## src/rtl/regfile_param.sv

```systemverilog
// Multi-ported register file with byte-lane writes, optional write-to-read
// forwarding and a per-register pending scoreboard with a registered population count.
module regfile_param #(
   parameter  int WIDTH   = 32,
   parameter  int DEPTH   = 32,
   parameter  bit BYPASS  = 1'b1,
   parameter  bit ZERO_R0 = 1'b1,
   localparam int AW      = $clog2(DEPTH),
   localparam int NB      = WIDTH / 8
) (
   input  logic             clk,
   input  logic             reset,
   input  logic [AW-1:0]    ra0,
   input  logic [AW-1:0]    ra1,
   output logic [WIDTH-1:0] rd0,
   output logic [WIDTH-1:0] rd1,
   input  logic             we0,
   input  logic [AW-1:0]    wa0,
   input  logic [WIDTH-1:0] wd0,
   input  logic [NB-1:0]    wbe0,
   input  logic             we1,
   input  logic [AW-1:0]    wa1,
   input  logic [WIDTH-1:0] wd1,
   input  logic [NB-1:0]    wbe1,
   input  logic             iss_v,
   input  logic [AW-1:0]    iss_a,
   output logic             busy0,
   output logic             busy1,
   output logic [AW:0]      pend_cnt
);

   localparam logic [AW:0] DEPTH_W = (AW+1)'(DEPTH);

   // An address is usable when it is inside the array and not the hardwired zero register.
   function automatic logic f_valid(input logic [AW-1:0] a);
      return ({1'b0, a} < DEPTH_W) && !(ZERO_R0 && (a == '0));
   endfunction

   function automatic logic [WIDTH-1:0] f_mask(input logic [NB-1:0] be);
      logic [WIDTH-1:0] m;
      m = '0;
      for (int b = 0; b < NB; b++) m[8*b +: 8] = {8{be[b]}};
      return m;
   endfunction

   logic [WIDTH-1:0] r_mem [DEPTH];
   logic [DEPTH-1:0] r_pend;
   logic [AW:0]      r_cnt;

   logic             w_eff0, w_eff1, w_iss;
   logic [WIDTH-1:0] w_m0, w_m1;
   logic [DEPTH-1:0] w_sel0, w_sel1, w_set, w_pend_next;
   logic [AW:0]      w_cnt_next;

   // Gating with reset keeps writes, issues and forwarding dead while reset is held.
   assign w_eff0 = reset && we0 && (|wbe0) && f_valid(wa0);
   assign w_eff1 = reset && we1 && (|wbe1) && f_valid(wa1);
   assign w_iss  = reset && iss_v && f_valid(iss_a);

   assign w_m0   = f_mask(wbe0);
   assign w_m1   = f_mask(wbe1);
   assign w_sel0 = w_eff0 ? (DEPTH'(1) << wa0)   : '0;
   assign w_sel1 = w_eff1 ? (DEPTH'(1) << wa1)   : '0;
   assign w_set  = w_iss  ? (DEPTH'(1) << iss_a) : '0;

   assign w_pend_next = (r_pend & ~(w_sel0 | w_sel1)) | w_set;

   always_comb begin
      w_cnt_next = '0;
      for (int i = 0; i < DEPTH; i++) w_cnt_next = w_cnt_next + (AW+1)'(w_pend_next[i]);
   end

   always_ff @(posedge clk or negedge reset) begin
      if (!reset) begin
         r_pend <= '0;
         r_cnt  <= '0;
      end else begin
         r_pend <= w_pend_next;
         r_cnt  <= w_cnt_next;
      end
   end

   assign pend_cnt = r_cnt;

   genvar gi;
   generate
      for (gi = 0; gi < DEPTH; gi++) begin : g_reg
         logic [WIDTH-1:0] w_lm0, w_lm1;
         assign w_lm0 = w_sel0[gi] ? w_m0 : '0;
         assign w_lm1 = w_sel1[gi] ? w_m1 : '0;

         // Port 1 lanes are applied last so they win on a same-address collision.
         always_ff @(posedge clk or negedge reset) begin
            if (!reset)
               r_mem[gi] <= '0;
            else if (w_sel0[gi] || w_sel1[gi])
               r_mem[gi] <= (((r_mem[gi] & ~w_lm0) | (wd0 & w_lm0)) & ~w_lm1) | (wd1 & w_lm1);
         end
      end
   endgenerate

   logic [AW-1:0]    w_ra   [2];
   logic [WIDTH-1:0] w_rd   [2];
   logic             w_busy [2];

   assign w_ra[0] = ra0;
   assign w_ra[1] = ra1;

   generate
      for (gi = 0; gi < 2; gi++) begin : g_rd
         logic             w_hit0, w_hit1, w_full, w_pbit;
         logic [WIDTH-1:0] w_base, w_bm0, w_bm1;

         assign w_hit0 = BYPASS && w_eff0 && (wa0 == w_ra[gi]);
         assign w_hit1 = BYPASS && w_eff1 && (wa1 == w_ra[gi]);
         assign w_base = f_valid(w_ra[gi]) ? r_mem[w_ra[gi]] : '0;
         assign w_bm0  = w_hit0 ? w_m0 : '0;
         assign w_bm1  = w_hit1 ? w_m1 : '0;

         assign w_rd[gi] = (((w_base & ~w_bm0) | (wd0 & w_bm0)) & ~w_bm1) | (wd1 & w_bm1);

         // A full-word forwarded write satisfies the reader, so it is not busy this cycle.
         assign w_pbit     = f_valid(w_ra[gi]) ? r_pend[w_ra[gi]] : 1'b0;
         assign w_full     = (w_hit0 && (&wbe0)) || (w_hit1 && (&wbe1));
         assign w_busy[gi] = w_pbit && !w_full;
      end
   endgenerate

   assign rd0   = w_rd[0];
   assign rd1   = w_rd[1];
   assign busy0 = w_busy[0];
   assign busy1 = w_busy[1];

endmodule
```

## config.mk

```make
export PLATFORM = sky130hd
export DESIGN_NAME = regfile_param
export DESIGN_NICKNAME = d
export VERILOG_FILES = /design/src/rtl/regfile_param.sv
export SDC_FILE = /design/constraint.sdc
export NUM_CORES = 2
export LEC_CHECK = 0
export BUFFER_PORTS_ARGS = -buffer_cell sky130_fd_sc_hd__buf_2
export CORE_UTILIZATION = 45
export DETAILED_ROUTE_END_ITERATION = 8
export GPL_ROUTABILITY_DRIVEN = 0
export GPL_TIMING_DRIVEN = 1
export PLACE_DENSITY = 0.57
export SKIP_CTS_REPAIR_TIMING = 1
export SYNTH_ARGS = -nofsm -noshare
export SYNTH_HDL_FRONTEND = slang
export SYNTH_SLANG_ARGS = --single-unit
```

## constraint.sdc

```tcl
create_clock -name clk -period 6.5 [get_ports clk]
set_clock_uncertainty 0.1 [all_clocks]
set_input_delay 1.3 -clock clk [delete_from_list [all_inputs] [get_ports clk]]
set_output_delay 1.3 -clock clk [all_outputs]
set_load 0.005 [all_outputs]
```

**Yosys cells after proc, flatten, opt, wreduce, memory -nomap -nowiden**

Index checks and enable logic that the tools add are counted.

- Add/subtract/negate cells: 31
- Multiply operators: 0
- Divide/modulo/power cells: 0
- $lt $le $gt $ge: 4
- Equality and inequality tests: 4
- Shifts and indexed selects: 3
- Mux-type cells: 85
- Bitwise gates (word level): 278
- Reductions and logical operators: 66

Operators with widths:

| kind | count |
|---|---|
| 32-bit bitwise AND | 137 |
| 32-bit two-way mux | 77 |
| 32-bit bitwise OR | 70 |
| 32-bit NOT | 69 |
| 32-bit binary-select mux with 5-bit select | 2 |
| 6-bit by 1-bit adder with 6-bit output | 26 |
| 1-bit by 5-bit left shift with 32-bit output (first input constant) | 3 |
| 1-bit logical OR | 34 |
| 5-bit logical NOT | 5 |
| 5-bit == test | 4 |
| 1-bit logical AND | 18 |
| 6-bit >= comparator (second input constant) | 2 |
| 5-bit by 6-bit < comparator with 1-bit output (second input constant) | 2 |
| 5-bit NOT with 6-bit output | 2 |
| 1-bit binary-select mux with 5-bit select | 2 |
| 4-bit AND reduction | 2 |
| 4-bit OR reduction | 2 |
| 5-bit by 1-bit adder with 6-bit output | 1 |
| 4-bit by 1-bit adder with 5-bit output | 1 |
| 1-bit logical NOT | 5 |
| 3-bit by 1-bit adder with 4-bit output | 1 |
| 1-bit two-way mux | 4 |
| 2-bit by 1-bit adder with 3-bit output | 1 |
| 1-bit by 1-bit adder with 2-bit output | 1 |

- Bits in registers: 1062
- Bits in latches: 0
- Memory bits (writable): 0
- Memory bits (read-only): 0
- Input bits: 102
- Output and inout bits: 72
- Logic and storage cells: 505
- Memories kept: 0

**Longest topological paths before layout**

- Depth in word-level cells: 39
- Gate-level depth with buffers: 23
- Gate-level depth less buffers: 21

**Worst setup path after synthesis**

Ideal clock, no wire load.

- Path kind: input -> register
- From: input wbe0[0]
- To: register r_cnt[4], in the netlist pend_cnt[4]
- Library setup time: 123 ps
- Data arrival time: 6629 ps
- Required time: 6277 ps
- Setup slack: -352 ps
- Stages on the path: 23
- Buffers on the path: 2
- Path through: buf_2 nor4_4 clkbuf_1 nor3_1 nand2_1 a32o_1 inv_1 fa_1 fa_1 fa_1 inv_1 fa_1 fa_1 inv_1 fa_1 inv_1 ha_1 inv_1 fa_1 inv_1 a21o_1 a21oi_1 xnor2_1

- Elaborated cells between the ends (all ways): 39
- Those cells by class: 31 x add/sub; 1 x mux; 4 x bitwise; 3 x reduce/logical

RTL lines:

| what | RTL line | text |
|---|---|---|
| from (decl) | 20 | `input logic [NB-1:0] wbe0,` |
| 4-bit OR reduction | 56 | `assign w_eff0 = reset && we0 && (\|wbe0) && f_valid(wa0);` |
| 1-bit logical AND (2 in series) | 56 |  |
| 32-bit two-way mux | 62 | `assign w_sel0 = w_eff0 ? (DEPTH'(1) << wa0) : '0;` |
| 32-bit bitwise OR | 66 | `assign w_pend_next = (r_pend & ~(w_sel0 \| w_sel1)) \| w_set;` |
| 32-bit NOT | 66 |  |
| 32-bit bitwise AND | 66 |  |
| 32-bit bitwise OR | 66 |  |
| named net w_pend_next[27] | 52 | `logic [DEPTH-1:0] w_sel0, w_sel1, w_set, w_pend_next;` |
| 6-bit by 1-bit adder with 6-bit output (5 in series) | 70 | `for (int i = 0; i < DEPTH; i++) w_cnt_next = w_cnt_next + (AW+1)'(w_pend_next[i]);` |
| named net w_cnt_next[4] | 53 | `logic [AW:0] w_cnt_next;` |
| to (signal assigned) | 79 | `r_cnt <= w_cnt_next;` |
| to (decl) | 48 | `logic [AW:0] r_cnt;` |

The timed path passes the listed nets, and every way through them passes these cells.
A chain may end at the register's enable or synchronous reset.

**Worst setup path in the final report**

- From: input wbe1[0]
- To: register r_cnt[4], in the netlist pend_cnt[4]

- Longest elaborated chain between the ends: 39

Ends and longest elaborated chain:

| what | RTL line | text |
|---|---|---|
| from (decl) | 24 | `input logic [NB-1:0] wbe1,` |
| 4-bit OR reduction * | 57 | `assign w_eff1 = reset && we1 && (\|wbe1) && f_valid(wa1);` |
| 1-bit logical AND * (2 in series) | 57 |  |
| 32-bit two-way mux * | 63 | `assign w_sel1 = w_eff1 ? (DEPTH'(1) << wa1) : '0;` |
| 32-bit bitwise OR * | 66 |  |
| 32-bit NOT * | 66 |  |
| 32-bit bitwise AND * | 66 |  |
| 32-bit bitwise OR * | 66 |  |
| 1-bit by 1-bit adder with 2-bit output | 70 |  |
| 2-bit by 1-bit adder with 3-bit output | 70 |  |
| 3-bit by 1-bit adder with 4-bit output | 70 |  |
| 4-bit by 1-bit adder with 5-bit output | 70 |  |
| 5-bit by 1-bit adder with 6-bit output | 70 |  |
| 6-bit by 1-bit adder with 6-bit output (25 in series) | 70 |  |
| 6-bit by 1-bit adder with 6-bit output * | 70 |  |
| named net w_cnt_next[4] | 53 |  |

The timed path passes the listed nets; every way through them passes the cells marked *.

==> flow_summary_export.csv <==
group,metric,value,unit
outcome,status,"completed",
clock_tree,cts.clk_slew.worst_paths,0.05,ns
floorplan,num_rows,143,
sta,final_hold_viol_count,0,
yosys,synth_ff_type,"dfrtp_1",
sta,rsz0062_at_grt,"false",
power,ir_worst_vdd,0.511,mV
route,wl,286000,um
sta,period_minus_slack,6.26,ns
worst_setup_path,crit_arrival,6.84,ns
worst_setup_path,worstReg2RegStart,"r_pend[11]$_DFF_PN0_",
sta,fmax,0.160,GHz
grt,grt_max_degree,158,
power,total_power,21.9,mW
sta,fin_crit_sh,96.3,%
clock_tree,clockRootBuffer,"clkbuf_16",
min_path,hold_path_class,"flop to flop",
route,firstDrtPassIters,8,
route,via_per_inst,6.67,
yosys,synthArstFlopShare,100,%
placement,dpl.hpwl,187000,um
sta,tightest_slew,1.41,ns
placement,port_buffers,173,
worst_setup_path,startpoint,"wbe1[0]",
route,drt_iter0_drc,8036,
worst_setup_path,critPathCaptureType,"flop",
power,p_leak,37.4,nW
worst_setup_path,slowest_delay,0.56,ns
yosys,yosysWarnings,0,
yosys,ys_seq_area_share,38.7,%
grt,grt_overflow,0,
yosys,ys_seq_elements,1062,
floorplan,dieArea,154000,sq um
clock_tree,numCtsBuffers,132,
clock_tree,cts_tree,"built",
worst_setup_path,path_class,"input port to flop",
yosys,syn_area_per_cell,9.99,sq um
grt,grt_pass1_wl,413000,um
final_layout,layout-drive-gt1-share,22.2,%
route,avgRoutedWirePerCell,32.2,um
yosys,synth_edf_count,0,
sta,drv_slew,0,
route,antenna_left,0,
clock_tree,insertion_delay,0.79,ns
yosys,ys_types,53,
sta,slew_headroom,5.52,%
grt,antenna_found_initial,22,
route,vias,59200,
final_layout,nFillCells,13700,
worst_setup_path,required,7.08,ns
final_layout,nNetsFinal,6860,
worst_setup_path,crit_top_cell,"fa_1",
worst_setup_path,critPathSlowestCell,"fa_1",
worst_setup_path,crit_fanout,11,
final_layout,syn2layout_area_growth,12.2,%
yosys,synth_area,68700,sq um
route,route.detailed.drc,0,
yosys,synthesis.nets,7009,
worst_setup_path,cp-start-kind,"input port",
run,drv_cap,0,
clock_tree,cts_sinks,1062,
floorplan,die_height,393,um
final_layout,final_cells,8875,
floorplan,die_w,393,um
worst_setup_path,rr_worst_depth,17,
worst_setup_path,path_cells,"buf_2, buf_4, nor4_1, buf_4, nor3_4, nand4_1, a32oi_1, fa_1, fa_1, inv_1, fa_1, fa_1, fa_1, inv_1, fa_1, inv_1, ha_1, inv_1, fa_2, inv_1, a21o_1, a21oi_1, xnor2_1",
yosys,syn_inst,6876,
power,powerDensity,284,nW/um^2
clock_tree,htreeDepth,4,
sta,layout_setup_ws,0.239,ns
placement,place_inst,8623,
grt,grt_pass1_vias,56300,
floorplan,core,152000,sq um
min_path,worstHoldPathCells,0,
clock_tree,cts_max_path_buffers,3,
floorplan,initial_core_util,45.3,%
grt,track_usage,36.9,%
sta,setup_violations,0,
placement,place_ws,-0.522,ns
sta,tns,0,ns
floorplan,io_pins,174,
through the flow:
step / instance area, sq um / utilization, % / hold slack (ns)
2_1_floorplan: 68700 / - / 0.341
3_3_place_gp: 72500 / 47.8 / 0.278
3_5_place_dp: 72500 / 47.8 / 0.282
4_1_cts: 77000 / 50.8 / 0.296
5_1_grt: 77100 / 50.8 / 0.309
6_report: 77100 / 50.8 / 0.294
critical path: cells and delay by family:
family	cells	cell delay, ns
AND/OR/NAND/NOR	3	0.69
XOR/XNOR	1	0.12
adder cells (fa/ha/maj)	8	3.49
buffers and inverters	8	0.69
AO/OA/AOI/OAI	3	0.54
Yosys cell counts, types with 11 or more instances:
cell / number / area share (%)
xor2_1: 14 / 0.18
mux2_2: 244 / 4.0
nor2_1: 121 / 0.66
a22o_1: 11 / 0.14
a222oi_1: 11 / 0.16
a22oi_1: 179 / 2.0
a31oi_1: 62 / 0.56
mux4_2: 404 / 13
a211oi_1: 13 / 0.14
nand2_2: 36 / 0.33
and3_1: 73 / 0.66
nor4_1: 67 / 0.61
a32oi_1: 13 / 0.17
buf_2: 75 / 0.55
nor3_1: 42 / 0.31
clkbuf_1: 516 / 2.8
mux2i_1: 997 / 15
nand3_1: 41 / 0.30
nand4_1: 15 / 0.14
o21ai_0: 1142 / 8.3
nand2_1: 1117 / 6.1
fa_1: 24 / 0.70
dfrtp_1: 1062 / 39
o21ai_1: 51 / 0.37
o31ai_1: 13 / 0.14
buf_1: 174 / 0.95
nor2b_1: 20 / 0.18
a21oi_1: 55 / 0.40
o22ai_1: 130 / 1.2
inv_1: 53 / 0.29
routing by layer:
layer  up-vias  share of wire (%)  track usage, %
met3       848                 12            10.6
met4        20                6.7            22.4
met1     29600                 39            49.4
met5         -              0.071               0
li1      24900                  -               -
met2      3800                 43            52.8
report_power, final:
part	switching [mW]	internal, mW	leakage, nW
Sequential	0.791	7.61	14.2
Combinational	2.98	2.62	20.9
Clock	3.14	4.73	2.24
layout make-up:
type	count	area, sq um	area share [%]
Antenna cell	18	45.0	0.0584
Clock buffer	198	4030	5.23
Clock inverter	36	546	0.708
Inverter	57	216	0.281
Multi-Input combinational cell	4984	39600	51.3
Sequential cell	1062	26600	34.5
Tap cell	2030	2540	3.29
Timing Repair Buffer	490	3570	4.63
path summary, 6_finish.rpt:
path | endpoint | slack [ns]
max in group asynchronous | async pin | 2.52
worst max-delay path | pend_cnt[4]$_DFF_PN0_ | 0.24
min in group asynchronous | r_pend[23]$_DFF_PN0_ | 0.37
worst max register to register | pend_cnt[4]$_DFF_PN0_ | 1.35
worst min-delay path | flop | 0.29
worst min register to register | flop | 0.29
cell families after synthesis:
| logic type | synth area share (%) |
|---|---|
| multiplexers | 31.8 |
| flip-flops | 38.7 |
| XOR/XNOR | 0.268 |
| adder cells (fa/ha/maj) | 0.827 |
| AND/OR/NAND/NOR | 9.91 |
| AO/OA/AOI/OAI | 13.8 |
| buffers and inverters | 4.69 |
layout by cell type (no fill, tap or decap), types with 35 or more instances in the layout:
cell type,Yosys,layout
o21ai_0,1142,1142
nand2_1,1117,1115
dfrtp_1,1062,1062
mux2i_1,997,997
mux4_2,404,404
buf_4,0,299
mux2_2,244,244
a22oi_1,179,179
buf_2,75,164
clkbuf_16,0,138
o22ai_1,130,130
nor2_1,121,118
and3_1,73,73
nor4_2,6,63
a31oi_1,62,62
a21oi_1,55,55
inv_1,53,51
o21ai_1,51,51
nand3_1,41,40
nand2_2,36,38
clkbuf_8,0,35
Note: power is estimated with default switching activity, not from simulation.
